<file path="src/rtl/axi_rd_arb_if.sv">
// Bundle for the arbiter: four requester AR/R lanes plus the shared AXI read port.
// The master modport is the arbiter's view; slave is the requesters/memory side.
interface axi_rd_arb_if;
    logic [3:0]   req_arvalid;
    logic [127:0] req_araddr;
    logic [31:0]  req_arlen;
    logic [19:0]  req_artag;
    logic [3:0]   req_arready;
    logic [3:0]   req_rvalid;
    logic [255:0] req_rdata;
    logic [1:0]   req_rresp;
    logic         req_rlast;
    logic [4:0]   req_rtag;
    logic [3:0]   req_rready;

    logic [6:0]   arid;
    logic [31:0]  araddr;
    logic [7:0]   arlen;
    logic [2:0]   arsize;
    logic [1:0]   arburst;
    logic         arvalid;
    logic         arready;
    logic [6:0]   rid;
    logic [255:0] rdata;
    logic [1:0]   rresp;
    logic         rlast;
    logic         rvalid;
    logic         rready;

    modport master (
        input  req_arvalid, req_araddr, req_arlen, req_artag, req_rready,
        output req_arready, req_rvalid, req_rdata, req_rresp, req_rlast,
        output req_rtag,
        output arid, araddr, arlen, arsize, arburst, arvalid, rready,
        input  arready, rid, rdata, rresp, rlast, rvalid
    );

    modport slave (
        output req_arvalid, req_araddr, req_arlen, req_artag, req_rready,
        input  req_arready, req_rvalid, req_rdata, req_rresp, req_rlast,
        input  req_rtag,
        input  arid, araddr, arlen, arsize, arburst, arvalid, rready,
        output arready, rid, rdata, rresp, rlast, rvalid
    );
endinterface

</file>
<file path="src/rtl/axi_rd_arb.sv">
// Four-way round-robin AXI read arbiter with rid-based R steering.
// Define AXI_RD_ARB_OUTS_LIMIT_EN to build per-requester outstanding limits.
module axi_rd_arb #(
    parameter int MAX_OUTS = 8
) (
    input  logic         i_clk,
    input  logic         i_reset,
    axi_rd_arb_if.master bus
);
    logic       load;
    logic       found;
    logic [1:0] win;
    logic [1:0] idx;
    logic [1:0] rr_ptr;
    logic [1:0] rsel;
    logic [3:0] full;
    logic [3:0] eligible;
    logic [3:0] grant;

    assign load     = !bus.arvalid | bus.arready;
    assign eligible = bus.req_arvalid & ~full;

    // first eligible requester starting at rr_ptr, wrapping mod 4
    always_comb begin
        found = 1'b0;
        win   = rr_ptr;
        idx   = 2'd0;
        for (int k = 0; k < 4; k++) begin
            idx = rr_ptr + 2'(k);
            if (!found && eligible[idx]) begin
                found = 1'b1;
                win   = idx;
            end
        end
    end

    assign grant           = (load && found) ? (4'b0001 << win) : 4'b0000;
    assign bus.req_arready = grant;
    assign bus.arsize      = 3'b101;
    assign bus.arburst     = 2'b01;

    always_ff @(posedge i_clk or posedge i_reset) begin
        if (i_reset) begin
            bus.arvalid <= 1'b0;
            bus.arid    <= 7'd0;
            bus.araddr  <= 32'd0;
            bus.arlen   <= 8'd0;
            rr_ptr      <= 2'd0;
        end else if (load) begin
            bus.arvalid <= found;
            if (found) begin
                bus.arid   <= {win, bus.req_artag[5*win +: 5]};
                bus.araddr <= bus.req_araddr[32*win +: 32];
                bus.arlen  <= bus.req_arlen[8*win +: 8];
                rr_ptr     <= win + 2'd1;
            end
        end
    end

`ifdef AXI_RD_ARB_OUTS_LIMIT_EN
    logic [3:0] outs_cnt [4];
    logic [3:0] done_vec;
    logic       r_done;

    assign r_done   = bus.rvalid & bus.rready & bus.rlast;
    assign done_vec = r_done ? (4'b0001 << rsel) : 4'b0000;

    always_comb begin
        full = 4'b0000;
        for (int i = 0; i < 4; i++)
            full[i] = (outs_cnt[i] == 4'(MAX_OUTS));
    end

    // a stray completion at zero is routed but leaves the count at zero
    always_ff @(posedge i_clk or posedge i_reset) begin
        if (i_reset) begin
            for (int i = 0; i < 4; i++)
                outs_cnt[i] <= 4'd0;
        end else begin
            for (int i = 0; i < 4; i++) begin
                if (grant[i] && !done_vec[i])
                    outs_cnt[i] <= outs_cnt[i] + 4'd1;
                else if (!grant[i] && done_vec[i] && outs_cnt[i] != 4'd0)
                    outs_cnt[i] <= outs_cnt[i] - 4'd1;
            end
        end
    end
`else
    assign full = 4'b0000;
`endif

    assign rsel           = bus.rid[6:5];
    assign bus.rready     = bus.req_rready[rsel];
    assign bus.req_rvalid = bus.rvalid ? (4'b0001 << rsel) : 4'b0000;
    assign bus.req_rdata  = bus.rdata;
    assign bus.req_rresp  = bus.rresp;
    assign bus.req_rlast  = bus.rlast;
    assign bus.req_rtag   = bus.rid[4:0];
endmodule

</file>
<file path="src/flat_wrapper.sv">
// flat-port wrapper written by rule: the top's interface ports become plain ports
module axi_rd_arb_flat 
#(
    parameter int MAX_OUTS = 8
)
  (i_clk, i_reset, bus_req_arvalid, bus_req_araddr, bus_req_arlen, bus_req_artag, bus_req_rready, bus_req_arready, bus_req_rvalid, bus_req_rdata, bus_req_rresp, bus_req_rlast, bus_req_rtag, bus_arid, bus_araddr, bus_arlen, bus_arsize, bus_arburst, bus_arvalid, bus_rready, bus_arready, bus_rid, bus_rdata, bus_rresp, bus_rlast, bus_rvalid);
  axi_rd_arb_if bus_i ();
  input  logic i_clk;
  input  logic i_reset;
  input wire logic [$bits(bus_i.req_arvalid)-1:0] bus_req_arvalid;
  input wire logic [$bits(bus_i.req_araddr)-1:0] bus_req_araddr;
  input wire logic [$bits(bus_i.req_arlen)-1:0] bus_req_arlen;
  input wire logic [$bits(bus_i.req_artag)-1:0] bus_req_artag;
  input wire logic [$bits(bus_i.req_rready)-1:0] bus_req_rready;
  output wire logic [$bits(bus_i.req_arready)-1:0] bus_req_arready;
  output wire logic [$bits(bus_i.req_rvalid)-1:0] bus_req_rvalid;
  output wire logic [$bits(bus_i.req_rdata)-1:0] bus_req_rdata;
  output wire logic [$bits(bus_i.req_rresp)-1:0] bus_req_rresp;
  output wire logic [$bits(bus_i.req_rlast)-1:0] bus_req_rlast;
  output wire logic [$bits(bus_i.req_rtag)-1:0] bus_req_rtag;
  output wire logic [$bits(bus_i.arid)-1:0] bus_arid;
  output wire logic [$bits(bus_i.araddr)-1:0] bus_araddr;
  output wire logic [$bits(bus_i.arlen)-1:0] bus_arlen;
  output wire logic [$bits(bus_i.arsize)-1:0] bus_arsize;
  output wire logic [$bits(bus_i.arburst)-1:0] bus_arburst;
  output wire logic [$bits(bus_i.arvalid)-1:0] bus_arvalid;
  output wire logic [$bits(bus_i.rready)-1:0] bus_rready;
  input wire logic [$bits(bus_i.arready)-1:0] bus_arready;
  input wire logic [$bits(bus_i.rid)-1:0] bus_rid;
  input wire logic [$bits(bus_i.rdata)-1:0] bus_rdata;
  input wire logic [$bits(bus_i.rresp)-1:0] bus_rresp;
  input wire logic [$bits(bus_i.rlast)-1:0] bus_rlast;
  input wire logic [$bits(bus_i.rvalid)-1:0] bus_rvalid;
  assign bus_i.req_arvalid = bus_req_arvalid;
  assign bus_i.req_araddr = bus_req_araddr;
  assign bus_i.req_arlen = bus_req_arlen;
  assign bus_i.req_artag = bus_req_artag;
  assign bus_i.req_rready = bus_req_rready;
  assign bus_req_arready = bus_i.req_arready;
  assign bus_req_rvalid = bus_i.req_rvalid;
  assign bus_req_rdata = bus_i.req_rdata;
  assign bus_req_rresp = bus_i.req_rresp;
  assign bus_req_rlast = bus_i.req_rlast;
  assign bus_req_rtag = bus_i.req_rtag;
  assign bus_arid = bus_i.arid;
  assign bus_araddr = bus_i.araddr;
  assign bus_arlen = bus_i.arlen;
  assign bus_arsize = bus_i.arsize;
  assign bus_arburst = bus_i.arburst;
  assign bus_arvalid = bus_i.arvalid;
  assign bus_rready = bus_i.rready;
  assign bus_i.arready = bus_arready;
  assign bus_i.rid = bus_rid;
  assign bus_i.rdata = bus_rdata;
  assign bus_i.rresp = bus_rresp;
  assign bus_i.rlast = bus_rlast;
  assign bus_i.rvalid = bus_rvalid;
  axi_rd_arb #(.MAX_OUTS(MAX_OUTS)) u_core (.i_clk(i_clk), .i_reset(i_reset), .bus(bus_i));
endmodule
</file>
<file path="config.mk">
export PLATFORM = sky130hd
export DESIGN_NAME = axi_rd_arb_flat
export DESIGN_NICKNAME = d
export VERILOG_FILES = /design/src/rtl/axi_rd_arb_if.sv /design/src/rtl/axi_rd_arb.sv /design/src/flat_wrapper.sv
export SDC_FILE = /design/constraint.sdc
export NUM_CORES = 1
export LEC_CHECK = 0
export ABC_AREA = 0
export CORE_AREA = 10 10 298 300
export DETAILED_ROUTE_END_ITERATION = 7
export DIE_AREA = 0 0 308 310
export DONT_BUFFER_PORTS = 1
export HOLD_SLACK_MARGIN = 0.02
export PLACE_DENSITY = 0.3
export SKIP_CTS_REPAIR_TIMING = 1
export SYNTH_ARGS = -nofsm -noshare
export SYNTH_HDL_FRONTEND = slang
export SYNTH_SLANG_ARGS = --single-unit
</file>
<file path="constraint.sdc">
create_clock -name i_clk -period 2.5 [get_ports i_clk]
set_input_delay 0.5 -clock i_clk [delete_from_list [all_inputs] [get_ports i_clk]]
set_output_delay 0.5 -clock i_clk [all_outputs]
set_load 0.03 [all_outputs]
</file>
==> impl_metrics.ini, run 1 <==
[status]
outcome = finished clean

[power_and_ir_drop]
seqPwrFrac_pct = 40.9
p_switching_w = 0.00215
swShare_pct = 50.6
p_leak_nw = 1.70
intPower_w = 0.00210
p_comb_share_pct = 38.2
p_per_area_mw_per_mm2 = 800
irDropWorstVdd_mv = 0.244
pwr-share-clk_pct = 21.0

[synthesis]
async_reset_ff_share_pct = 100
synth-xor-area-share_pct = 0
yosys.area_share.simple_pct = 11.2
synth_compound_area_share_pct = 19.9
yosysSeqAreaShare_pct = 22.5
synth_top_family_by_area = buffers and inverters
ys_seq_elements = 50
synthMuxAreaShare_pct = 5.62
yosys_most_used_dff = dfrtp_1
synth.top_cell.area_share_pct = 37.2
synth_edf_count = 0
synth_area_mm2 = 0.00556
synthTopCellsByArea = buf_4 37%, dfrtp_1 22%, a31oi_1 6.2%
avgSynthCellArea_um2 = 8.04
synth_cell_types = 45
yosys_warnings = 0
synthTopCellsByCount = 276 x buf_4, 55 x a31oi_1, 50 x dfrtp_1, 48 x nand2_1, 34 x nor2_1
synthAdderAreaFrac_pct = 0
syn_inst = 692
yosysMostFrequentCell = buf_4
netlist.top_cell.by_area = buf_4

[timing]
worst_pin_slew_ps = 685
slew_violations = 0
rsz0062_at_grt = false
post-route-period-util_pct = 96.1
setup_slack_ps = 97.6
setup_viol = 0
clock_skew_ps = 8.15
period_needed_ps = 2400
fmax_mhz = 416
hold_viol = 0
maxSlewHeadroom_pct = 53.9

[global_routing]
antenna_found_initial = 13
grt_pass1_vias = 4342
grt_max_degree = 35
track_usage_pct = 6.19
grt_pass1_wl_um = 39200
grt_overflow = 0

[final_layout]
fin_nets = 883
fin_cells = 1516
syn_to_final_growth_pct = -4.34
stdcell_area_mm2 = 0.00532
layout-drive-gt1-share_pct = 15.3

[detailed_routing]
drt_pass1_iterations = 4
via_count = 4038
initialDrtViolationCount = 199
drc = 0
postRouteAntennaNets = 0
totalWireLength_um = 31100
avgRoutedWirePerCell_um = 20.5
routed_via_density = 2.66

[worst_setup_path]
crit_path_max_incr_delay_ps = 440
crit_chain = or3_1, o2111a_1, or2_4, nor3_4, buf_6
reg2reg_to = u_core.bus.araddr[25]$_DFFE_PP0P_
worstSetupStartpointType = flip-flop
cp.arrival_ps = 1900
rr_worst_depth = 6
criticalPathCategory = flip-flop to output pin
r2r-start = u_core.rr_ptr[1]$_DFFE_PP0P_
crit_buf_inv = 1
slowest_stage = dfrtp_2
crit_path_max_fanout = 7
cp.required_ps = 2000
rrSetupSlack_ps = 240
end_kind = output pin
critPathTopFamily = simple AND/OR/NAND/NOR gates

[clocking]
clkTransAtPathRegs_ps = 80
cts_root_buf = clkbuf_16
clockBufferDepth = 2
cts_sinks = 50
cts_tree = built
cts.htree.levels = 2
clock_latency_ps = 340
numCtsBuffers = 5

[floorplan]
die_y_um = 310
die-area_mm2 = 0.0955
core_region_area_mm2 = 0.0829
num_rows = 106
num_io_pins = 784
initial_core_util_pct = 6.71
die_x_um = 308

[place]
dp.final_hpwl_um = 25300
dp.cells = 1498
place_ws_ps = 71.3
gp_congestion = 0.706
placed_cell_area_mm2 = 0.00509
portBuffers = 0

[flow_run]
cap_violations = 0

[hold_path]
hold_path_class = input pin to asynchronous set/reset pin
-- kinds of logic (layout without fill, tap and decap cells) --
family | after synthesis | count (layout)
flip-flops | 50 | 50
other | 2 | 15
AO/OA/AOI/OAI | 159 | 159
AND/OR/NAND/NOR | 137 | 137
multiplexers | 30 | 30
buffers and inverters | 314 | 45
-- cell usage in the layout, fill, tap and decap left out, types with 2 or more instances in the layout --
master,instances
buf_4,24
a21o_1,27
buf_12,8
nor3_2,2
nor2b_1,3
inv_1,2
o22ai_4,2
clkbuf_16,5
o21ai_1,5
dfrtp_1,49
nand2_2,5
nor2_1,33
o21ai_0,28
a21oi_1,9
a221o_1,4
and3b_1,2
clkinv_2,2
nor3_4,2
diode_2,10
buf_6,2
nand3b_1,2
nand2_1,46
o22a_1,4
mux2i_1,29
nand2b_1,3
o221ai_1,14
nand3_1,32
conb_1,5
a31oi_1,55
-- state kept, by name, indices dropped and copies added (netlist names) --
register and flops:
u_core.rr_ptr 2, u_core.bus.araddr 32, u_core.bus.arvalid 1, u_core.bus.arid 7, u_core.bus.arlen 8
-- routing by layer --
metal	track usage, %	vias to the layer above	part of all wire [%]
met5	0	-	0.055
li1	-	1595	-
met3	3.39	133	13
met1	5.69	1875	33
met4	5.00	2	6.5
met2	10.1	433	48
-- worst register-to-register path, cell delays in order, from the launching register on --
cell	delay, ps
dfrtp_2	410
mux2i_1	350
o22ai_4	180
buf_4	270
o21ai_0	630
a21o_1	220
a31oi_1	70
-- stage by stage --
step	total power (W)	TNS (ps)	utilization, %	hold WS, ps
after floorplan	0.00342	-228	-	647
after global placement	0.00343	0	6.14	412
after detailed placement	0.00345	0	6.14	411
after CTS	0.00443	-329	6.35	13.2
after global routing	0.00458	0	6.40	22.3
final	0.00426	0	6.42	26.5
-- how the worst max path moves through the flow --
stage / start / to / slack [ps] / depth (start not counted)
global route: u_core.rr_ptr[1]$_DFFE_PP0P_ / bus_req_arready[1] / 6 / 5
floorplan: bus_req_arvalid[2] / bus_req_arready[0] / -110 / 5
finish: u_core.rr_ptr[1]$_DFFE_PP0P_ / bus_req_arready[1] / 100 / 5
detailed placement: bus_req_arvalid[2] / u_core.bus.araddr[25]$_DFFE_PP0P_ / 70 / 6
CTS: u_core.rr_ptr[1]$_DFFE_PP0P_ / bus_req_arready[0] / -180 / 5
global placement: bus_req_arvalid[2] / u_core.bus.araddr[25]$_DFFE_PP0P_ / 90 / 6
-- cell type report --
cell class | instances | area [um2]
diodes | 10 | 25.0
clock buffers | 5 | 125
clock inverters | 3 | 43.8
fillers | 9735 | 77600
inverters | 3 | 12.5
multi-input cells | 331 | 2150
flip-flops and latches | 50 | 1250
well taps | 1080 | 1350
repair buffers | 34 | 363
-- power groups by stage --
stage / combinational [W] / sequential, W / clock (W)
3_5_place_dp: 0.00167 / 0.00178 / 0
5_1_grt: 0.00180 / 0.00178 / 0.00100
3_3_place_gp: 0.00165 / 0.00178 / 0
6_report: 0.00162 / 0.00174 / 0.000893
4_1_cts: 0.00167 / 0.00176 / 0.000995
2_1_floorplan: 0.00180 / 0.00162 / 0
(Power assumes the default switching activity.)
==> inputs of run 2 (changes only) <==
CORE_AREA = 8 8 296 298   (was 10 10 298 300)
CTS_CLUSTER_DIAMETER = 60   (was default)
DIE_AREA = 0 0 304 306   (was 0 0 308 310)
clock period = 2.4 ns   (was 2.5 ns; I/O delays follow)
==> run 2 against run 1 <==
  * Combinational power increased by 4%
  * Wire length decreased by 0.62%
  * Sequential cell count unchanged
  * Critical path depth unchanged
  * Via count increased by 0.92%
  * Final area about the same
  * Global-route usage increased by 0.20 points
  * Clock skew increased by 6.9 ps
  * Setup slack got worse by 88 ps
  * Worst hold slack improved by 240 ps
  * Largest cell class unchanged
  * Highest routed layer unchanged
==> impl_metrics.ini, run 2 (synthesis results as in run 1) <==
[hold_path]
hold_path_class = input pin to flip-flop
whs_path_depth = 2

[timing]
maxSlewHeadroom_pct = 57.8
rsz0062_at_grt = true
post-route-period-util_pct = 99.6
slew_violations = 0
period_needed_ps = 2390
hold_viol = 0
setup_viol = 0
fmax_mhz = 418
worst_pin_slew_ps = 630
clock_skew_ps = 15.0

[detailed_routing]
top_layer_used = met5
initialDrtViolationCount = 233
wl_met3_um = 3650
drt-met1-wl_um = 9530
met2WireLength_um = 15100
postRouteAntennaNets = 0
avgRoutedWirePerCell_um = 20.4
routed_via_density = 2.69
drt_pass1_iterations = 5
drc = 0
totalWireLength_um = 30900
via_count = 4075

[floorplan]
core_region_area_mm2 = 0.0829
die-area_mm2 = 0.0930
initial_core_util_pct = 6.71
die_x_um = 304
num_io_pins = 784
num_rows = 106
die_y_um = 306

[worst_setup_path]
crit_chain = or3_1, o2111a_1, or2_4, nor3_4, buf_6
cp.required_ps = 1920
criticalPathCategory = flip-flop to output pin
end_kind = output pin
worstSetupStartpointType = flip-flop
slowest_stage = dfrtp_2
cp.arrival_ps = 1910
rr_worst_depth = 7
rrSetupSlack_ps = 230
crit_path_max_incr_delay_ps = 460
crit_path_max_fanout = 6

[place]
dp.final_hpwl_um = 24900
dp.cells = 1499
gp_congestion = 0.687
portBuffers = 0

[final_layout]
reg_top3 = u_core.bus.araddr (32), u_core.bus.arlen (8), u_core.bus.arid (7)
fin_cells = 1515
syn_to_final_growth_pct = -4.36
fin_nets = 890
top_register = u_core.bus.araddr
largest_reg_flops = 32
nFillCells = 9739
layout-drive-gt1-share_pct = 17.1
layout_common_cells = 55 x a31oi_1, 48 x dfrtp_1, 46 x nand2_1
mostFrequentLayoutCell = a31oi_1

[clocking]
cts_tree = built
cts.htree.levels = 2
clkTransAtPathRegs_ps = 100
clockBufferDepth = 2
cts_sinks = 50
clock_latency_ps = 360
numCtsBuffers = 5
cts_root_buf = clkbuf_16

[global_routing]
antenna_found_initial = 11
grt_pass1_vias = 4423
track_usage_pct = 6.38
grt_max_degree = 33
grt_pass1_wl_um = 40100
grt_overflow = 0

[power_and_ir_drop]
p_comb_share_pct = 38.3
p_switching_w = 0.00226
irDropWorstVdd_mv = 0.338
swShare_pct = 51.6
seqPwrFrac_pct = 41.3
pwr-share-clk_pct = 20.4
p_per_area_mw_per_mm2 = 822
finalPower_w = 0.00437
p_leak_nw = 1.70
intPower_w = 0.00212

[flow_run]
cap_violations = 0

[status]
outcome = finished clean
run 2: layout make-up:
class	instances	area, um2	share of cell area [%]
antenna	2	5.00	0.0941
clock buffer	5	125	2.35
timing repair buffer	41	399	7.50
clock inverter	3	25.0	0.470
inverter	3	12.5	0.235
sequential	50	1250	23.6
tap	1080	1350	25.4
multi-input combinational	331	2150	40.4
run 2: critical path, delay by kind of cell, from the launching register on:
| kind | cells | cell delay, ps |
|---|---|---|
| DFF | 1 | 460 |
| AOI/OAI and AO/OA | 1 | 150 |
| buffers and inverters | 1 | 160 |
| and+or+nand+nor | 3 | 770 |
run 2: path summary, 6_finish.rpt:
path / start / end
setup / recovery: u_core.rr_ptr[1]$_DFFE_PP0P_ / bus_req_arready[0]
hold / removal: bus_req_araddr[30] / u_core.bus.araddr[30]$_DFFE_PP0P_
setup reg to reg: u_core.rr_ptr[0]$_DFFE_PP0P_ / u_core.bus.araddr[25]$_DFFE_PP0P_
hold reg to reg: u_core.rr_ptr[0]$_DFFE_PP0P_ / u_core.rr_ptr[0]$_DFFE_PP0P_
max in group asynchronous: i_reset / u_core.bus.araddr[19]$_DFFE_PP0P_
min in group asynchronous: i_reset / u_core.bus.arid[2]$_DFFE_PP0P_
run 2: layer usage:
layer | track usage, % | vias up
met5 | 0.516 | -
met4 | 5.42 | 4
met3 | 3.40 | 160
met2 | 10.9 | 476
met1 | 5.43 | 1839
li1 | - | 1596
run 2: power by group through the flow:
stage	sequential, W	combinational (W)	clock [W]
final	0.00181	0.00168	0.000891
after global routing	0.00185	0.00184	0.00101
after CTS	0.00183	0.00168	0.00101
after global placement	0.00185	0.00166	0
after floorplan	0.00169	0.00188	0
after detailed placement	0.00185	0.00168	0
run 2: through the flow:
stage	setup TNS (ps)	hold WS, ps	setup WS (ps)	area (um2)	util, %
global placement	0	441	121	5090	6.14
detailed placement	0	440	107	5090	6.14
finish	0	266	9.80	5320	6.42
CTS	-739	-13.6	-290	5240	6.32
global route	-159	226	-101	5320	6.42
floorplan	-348	630	-174	5580	-
